--- config.mk ---
export PLATFORM = sky130hd
export DESIGN_NAME = uart_tx_8n1_flat
export DESIGN_NICKNAME = d
export VERILOG_FILES = /design/src/rtl/uart_tx_8n1_if.sv /design/src/rtl/uart_tx_8n1.sv /design/src/flat_wrapper.sv
export SDC_FILE = /design/constraint.sdc
export NUM_CORES = 1
export LEC_CHECK = 0
export BUFFER_PORTS_ARGS = -buffer_cell sky130_fd_sc_hd__buf_2
export CAP_MARGIN = 20
export CORE_UTILIZATION = 27
export DETAILED_ROUTE_END_ITERATION = 7
export GPL_TIMING_DRIVEN = 1
export PLACE_DENSITY = 0.38
export RECOVER_POWER = 100
export SLEW_MARGIN = 20
export SYNTH_ARGS = -nofsm -noshare
export SYNTH_HDL_FRONTEND = slang
export SYNTH_SLANG_ARGS = --single-unit
--- constraint.sdc ---
create_clock -name clk -period 7.8 [get_ports clk]
set_clock_uncertainty 0.05 [all_clocks]
set_input_delay 0.39 -clock clk [delete_from_list [all_inputs] [get_ports clk]]
set_output_delay 0.39 -clock clk [all_outputs]
set_load 0.01 [all_outputs]
--- src/rtl/uart_tx_8n1_if.sv ---
// Byte-offer handshake between a producer and the UART transmitter.
//   tx_data  : byte offered by the producer
//   tx_valid : producer has a byte on tx_data
//   tx_ready : transmitter accepts the byte on this rising edge
// A byte transfers on every rising edge where tx_valid and tx_ready are both high.
interface uart_tx_8n1_if;
  logic [7:0] tx_data;
  logic       tx_valid;
  logic       tx_ready;

  modport master (
    output tx_data,
    output tx_valid,
    input  tx_ready
  );

  modport slave (
    input  tx_data,
    input  tx_valid,
    output tx_ready
  );
endinterface

--- src/rtl/uart_tx_8n1.sv ---
// 8N1 UART transmitter with a small transmit FIFO.
//   clk        : single clock, all state changes on its rising edge
//   rst        : synchronous active-high reset, aborts any frame and flushes the FIFO
//   bus        : slave side of the byte-offer handshake (tx_data/tx_valid/tx_ready)
//   tx         : registered serial line, idle high
//   busy       : frame in progress or bytes still queued
//   fifo_count : bytes queued, not counting the byte being shifted out
module uart_tx_8n1 #(
  parameter int unsigned BAUD_TICKS = 5208,
  parameter int unsigned FIFO_DEPTH = 4,
  localparam int unsigned PtrW      = $clog2(FIFO_DEPTH),
  localparam int unsigned CntW      = $clog2(BAUD_TICKS)
) (
  input  logic                clk,
  input  logic                rst,
  uart_tx_8n1_if.slave        bus,
  output logic                tx,
  output logic                busy,
  output logic [PtrW:0]       fifo_count
);

  typedef enum logic [1:0] {StIdle, StStart, StData, StStop} state_e;

  localparam logic [CntW-1:0] CntReload = CntW'(BAUD_TICKS - 1);
  localparam logic [PtrW:0]   CountFull = (PtrW + 1)'(FIFO_DEPTH);

  state_e          state_q, state_d;
  logic [CntW-1:0] cnt_q, cnt_d;
  logic [2:0]      idx_q, idx_d;
  logic [7:0]      shift_q, shift_d;
  logic            tx_q, tx_d;
  logic [PtrW-1:0] wr_ptr_q, rd_ptr_q;
  logic [PtrW:0]   count_q, count_d;
  logic [7:0]      mem_q [FIFO_DEPTH];

  logic            push, pop, bit_end, not_empty;
  logic [2:0]      idx_nxt;
  logic [7:0]      head;

  // Readiness depends only on the stored count, so a full FIFO blocks a push even when
  // a pop happens on the same edge.
  assign bus.tx_ready = !rst && (count_q != CountFull);
  assign push         = bus.tx_valid && bus.tx_ready;
  assign not_empty    = (count_q != '0);
  assign bit_end      = (cnt_q == '0);
  assign idx_nxt      = idx_q + 3'd1;
  assign head         = mem_q[rd_ptr_q];

  assign tx         = tx_q;
  assign fifo_count = count_q;
  assign busy       = !rst && ((state_q != StIdle) || not_empty);

  always_comb begin
    state_d = state_q;
    cnt_d   = cnt_q;
    idx_d   = idx_q;
    shift_d = shift_q;
    tx_d    = tx_q;
    pop     = 1'b0;
    unique case (state_q)
      StIdle: begin
        tx_d = 1'b1;
        if (not_empty) begin
          pop     = 1'b1;
          shift_d = head;
          cnt_d   = CntReload;
          tx_d    = 1'b0;
          state_d = StStart;
        end
      end
      StStart: begin
        if (bit_end) begin
          cnt_d   = CntReload;
          idx_d   = 3'd0;
          tx_d    = shift_q[0];
          state_d = StData;
        end else begin
          cnt_d = cnt_q - CntW'(1);
        end
      end
      StData: begin
        if (bit_end) begin
          cnt_d = CntReload;
          idx_d = idx_nxt;
          if (idx_q == 3'd7) begin
            tx_d    = 1'b1;
            state_d = StStop;
          end else begin
            tx_d = shift_q[idx_nxt];
          end
        end else begin
          cnt_d = cnt_q - CntW'(1);
        end
      end
      StStop: begin
        if (bit_end) begin
          // Chain straight into the next start bit when a byte is waiting.
          if (not_empty) begin
            pop     = 1'b1;
            shift_d = head;
            cnt_d   = CntReload;
            tx_d    = 1'b0;
            state_d = StStart;
          end else begin
            tx_d    = 1'b1;
            state_d = StIdle;
          end
        end else begin
          cnt_d = cnt_q - CntW'(1);
        end
      end
      default: begin
        tx_d    = 1'b1;
        state_d = StIdle;
      end
    endcase
  end

  always_comb begin
    count_d = count_q;
    unique case ({push, pop})
      2'b10:   count_d = count_q + (PtrW + 1)'(1);
      2'b01:   count_d = count_q - (PtrW + 1)'(1);
      default: count_d = count_q;
    endcase
  end

  always_ff @(posedge clk) begin
    if (rst) begin
      state_q  <= StIdle;
      cnt_q    <= '0;
      idx_q    <= '0;
      shift_q  <= '0;
      tx_q     <= 1'b1;
      count_q  <= '0;
      wr_ptr_q <= '0;
      rd_ptr_q <= '0;
    end else begin
      state_q <= state_d;
      cnt_q   <= cnt_d;
      idx_q   <= idx_d;
      shift_q <= shift_d;
      tx_q    <= tx_d;
      count_q <= count_d;
      // Power-of-two depth: pointers wrap naturally.
      if (push) wr_ptr_q <= wr_ptr_q + PtrW'(1);
      if (pop)  rd_ptr_q <= rd_ptr_q + PtrW'(1);
    end
  end

  always_ff @(posedge clk) begin
    if (push) mem_q[wr_ptr_q] <= bus.tx_data;
  end

endmodule

--- src/flat_wrapper.sv ---
// flat-port wrapper written by rule: the top's interface ports become plain ports
module uart_tx_8n1_flat 
#(
  parameter int unsigned BAUD_TICKS = 5208,
  parameter int unsigned FIFO_DEPTH = 4,
  localparam int unsigned PtrW      = $clog2(FIFO_DEPTH),
  localparam int unsigned CntW      = $clog2(BAUD_TICKS)
)
  (clk, rst, tx, busy, fifo_count, bus_tx_data, bus_tx_valid, bus_tx_ready);
  uart_tx_8n1_if bus_i ();
  input  logic clk;
  input  logic rst;
  output logic tx;
  output logic busy;
  output logic [PtrW:0] fifo_count;
  input wire logic [$bits(bus_i.tx_data)-1:0] bus_tx_data;
  input wire logic [$bits(bus_i.tx_valid)-1:0] bus_tx_valid;
  output wire logic [$bits(bus_i.tx_ready)-1:0] bus_tx_ready;
  assign bus_i.tx_data = bus_tx_data;
  assign bus_i.tx_valid = bus_tx_valid;
  assign bus_tx_ready = bus_i.tx_ready;
  uart_tx_8n1 #(.BAUD_TICKS(BAUD_TICKS), .FIFO_DEPTH(FIFO_DEPTH)) u_core (.clk(clk), .rst(rst), .bus(bus_i), .tx(tx), .busy(busy), .fifo_count(fifo_count));
endmodule
==> impl_metrics.ini <==
[outcome]
status = finished, violations left
failed_checks = max-capacitance violations, max-slew violations

[timing]
finalWorstPathRequiredPeriod_ns = 3.485
hold_viol_final = 0
layout_setup_ws_ns = 4.315
setup_viol = 0
period_share = 0.4468
setup_tns_ns = 0
tightestPinTransition_ns = 1.530
max_freq_ghz = 0.2870
finalMaxSlewViolations = 18
rsz_0062_raised_after_global_routing = no
timing.slew.headroom = -0.02943

[cts]
cts_made_buffers = 9
cts_tree = done
cts_hold_repair.buffers = 0
ctsLongestPathBuffers = 2
cts_num_sinks = 68
post-cts-setup-buffer-count = 0
root_buffer = sky130_fd_sc_hd__clkbuf_16
clkLatencyLatePin_ns = 0.33
cts_resized = 0
clock_pin_slew_worst_setup_and_hold_paths_ns = 0.06
clock_tree.htree_level_count = 3

[synth]
synthCells = 286
synth.avg_cell_area_um2 = 11.39
syn_area_um2 = 3258
synth_top_area_share = 0.2949
synth.area.top_cells = sky130_fd_sc_hd__edfxtp_1, sky130_fd_sc_hd__dfxtp_1, sky130_fd_sc_hd__mux4_2, sky130_fd_sc_hd__ha_1, sky130_fd_sc_hd__nor2_1
ys_types = 56
synth-async-reset-ratio = 0
synth_nets = 312
synth-seq-cells = 68
synth_top_flop_cell = sky130_fd_sc_hd__dfxtp_1
synth_seq_area_share = 0.5161
synth_largest_area_cell = sky130_fd_sc_hd__edfxtp_1
synth_enable_flop_cells = 32
yosysWarningCount = 0

[job]
max_cap_viol_count = 2

[cells_and_area]
net_count_of_the_finished_layout = 328
antenna-diode-count = 0
nFillCells = 1152
final_layout_size_suffix_gt1_frac = 0.1140
area_delta_synth_final_pct = 14.71

[global_route]
first_pass_grt_wire_length_um = 11580
pin_count_of_the_biggest_net_entering_global_routing = 33
grt_pass1_vias = 2239
grt_overflow = 0
grt_antenna_before_repair = 0
groute.usage.overall = 0.1225

[setup_path]
worst-path-max-fanout = 6
regToRegStartpoint = u_core.state_q[1]
timing.critical_path.to_type = register
timing.critical_path.required_ns = 8.01
cpMostUsedCell = sky130_fd_sc_hd__ha_1
critPathSlowestCell = sky130_fd_sc_hd__nor4_1
worstPathCellList = ha_1 > or4b_2 > nor4_1 > o21a_1 > ha_1 > inv_1 > fa_1 > xor2_1 > or3_1 > a21oi_1
critical_path.startpoint = u_core.state_q[1]
setup.worst_path.class = reg -> reg
timing.critical_path.from_type = register
critical_path_s_largest_stage_delay_ns = 0.63
worst_ep_arrival_time_ns = 3.69

[hold_path]
min_from = bus_tx_data[5]
hold_path.class = in -> reg

[power]
vdd.ir_drop.worst_v = 0.0001337
power_density_nw_per_um2 = 405.1
p_leak_nw = 1.356

[placed_design]
gp_congestion = 0.7635
place.detailed.hpwl_um = 4839
post-place-ws_ns = 4.681
port_buffer_cells = 16

[detailed_routing]
drtPass1Iterations = 4
total_routed_wirelength_um = 7012
antenna_violating_nets_post_route = 0
wl_per_cell_um = 15.58
vias = 2199
avgViaCountPerCell = 4.887
detailedRoute.firstIterationViolations = 138
route.detailed.drc = 0

[die]
fp.dieW_um = 111.9
floorplan.io_pins = 17
initial_core_util = 0.2817
die_height_um = 111.9
core.rowCount = 39
placeableCoreArea_um2 = 11560
die_footprint_um2 = 12510
-- final timing paths --
| path | endpoint | slack, ns | depth (start not counted) |
|---|---|---|---|
| hold / removal | u_core.mem_q[0][5] | 0.26 | 1 |
| setup / recovery | u_core.fifo_count[2] | 4.32 | 10 |
| hold reg to reg | u_core.idx_q[1] | 0.41 | 2 |
| setup reg to reg | u_core.fifo_count[2] | 4.32 | 10 |
-- kinds of logic after synthesis --
family / share of synthesized area
simple gates: 0.1701
buf+inv: 0.02918
compound gates: 0.1129
mux: 0.09562
xor+xnor: 0.01613
flops: 0.5161
fa+ha+maj: 0.05991
-- metal layers --
metal | vias up | track usage | routed length [µm]
met2 | 32 | 0.1934 | 3271
met4 | 0 | 0.06396 | 105
met5 | - | 0 | 0
met3 | 6 | 0.03375 | 224
li1 | 1108 | - | -
met1 | 1053 | 0.1527 | 3410
-- cells in the mapped netlist (3+ instances only) --
master / number
sky130_fd_sc_hd__dfxtp_1: 36
sky130_fd_sc_hd__nor2_1: 33
sky130_fd_sc_hd__edfxtp_1: 32
sky130_fd_sc_hd__nand2_1: 17
sky130_fd_sc_hd__ha_1: 14
sky130_fd_sc_hd__a21oi_1: 12
sky130_fd_sc_hd__mux2i_1: 12
sky130_fd_sc_hd__inv_1: 11
sky130_fd_sc_hd__mux4_2: 8
sky130_fd_sc_hd__nand3_1: 8
sky130_fd_sc_hd__o21ai_0: 8
sky130_fd_sc_hd__nor3_1: 7
sky130_fd_sc_hd__clkbuf_1: 6
sky130_fd_sc_hd__or3_1: 6
sky130_fd_sc_hd__and3_1: 5
sky130_fd_sc_hd__a31oi_1: 4
sky130_fd_sc_hd__buf_1: 4
sky130_fd_sc_hd__nand4_1: 4
sky130_fd_sc_hd__a211oi_1: 3
sky130_fd_sc_hd__nor4_1: 3
sky130_fd_sc_hd__o211a_1: 3
sky130_fd_sc_hd__xnor2_1: 3
sky130_fd_sc_hd__xor2_1: 3
-- layout make-up --
type | count | area (µm²) | share of cell area
Clock buffer | 10 | 239.0 | 0.06394
Clock inverter | 6 | 95.09 | 0.02544
Inverter | 11 | 41.29 | 0.01105
Multi-Input combinational cell | 195 | 1431 | 0.3830
Sequential cell | 68 | 1682 | 0.4499
Tap cell | 143 | 178.9 | 0.04787
Timing Repair Buffer | 17 | 70.07 | 0.01875
-- critical path, delay by kind of cell, from the launching register on --
kind	cells	cell delay, ns
buffers and inverters	1	0.06
DFF	1	0.38
adders and majority gates	3	0.86
AOI/OAI and AO/OA	2	0.37
and+or+nand+nor	3	1.54
xor gates and xnor gates	1	0.16
-- placed cells by master, fill, tap and decap left out, types with 5 or more instances in the layout --
cell type                   instances
sky130_fd_sc_hd__nand3_1            8
sky130_fd_sc_hd__nor2_1            34
sky130_fd_sc_hd__clkbuf_1          14
sky130_fd_sc_hd__ha_1              14
sky130_fd_sc_hd__nor4_1             5
sky130_fd_sc_hd__or3_1              6
sky130_fd_sc_hd__dfxtp_1           36
sky130_fd_sc_hd__o21ai_0            9
sky130_fd_sc_hd__and3_1             5
sky130_fd_sc_hd__nand2_1           17
sky130_fd_sc_hd__clkbuf_16          9
sky130_fd_sc_hd__a21oi_1           12
sky130_fd_sc_hd__inv_1             11
sky130_fd_sc_hd__mux4_2             8
sky130_fd_sc_hd__mux2i_1           12
sky130_fd_sc_hd__nor3_1             7
sky130_fd_sc_hd__edfxtp_1          32
-- per-stage QoR --
step                power [mW]    util  hold WS, ns  cell area (µm²)  std cells
detailed placement       1.101  0.3001       0.4021             3471        434
floorplan               0.9517       -       0.3856             3258        286
finish                   1.514  0.3232       0.2617             3737        450
CTS                      1.560  0.3290       0.1997             3805        450
global placement         1.110  0.3001       0.3961             3471        434
global route             1.615  0.3232       0.2621             3737        450
-- report_power, final --
group / switching, mW / internal [mW] / total [mW]
clock network: 0.159 / 0.291 / 0.450
logic: 0.327 / 0.235 / 0.562
registers: 0.0649 / 0.437 / 0.502
total: 0.551 / 0.963 / 1.51
-- state kept, by name, indices dropped and copies added, names as in the netlist, named ones only --
register,count
u_core.idx_q,3
u_core.cnt_q,13
u_core.tx,1
u_core.rd_ptr_q,2
u_core.state_q,2
u_core.fifo_count,3
u_core.mem_q,32
u_core.shift_q,8
u_core.wr_ptr_q,2
No activity file was read; power rests on OpenSTA's default activity.
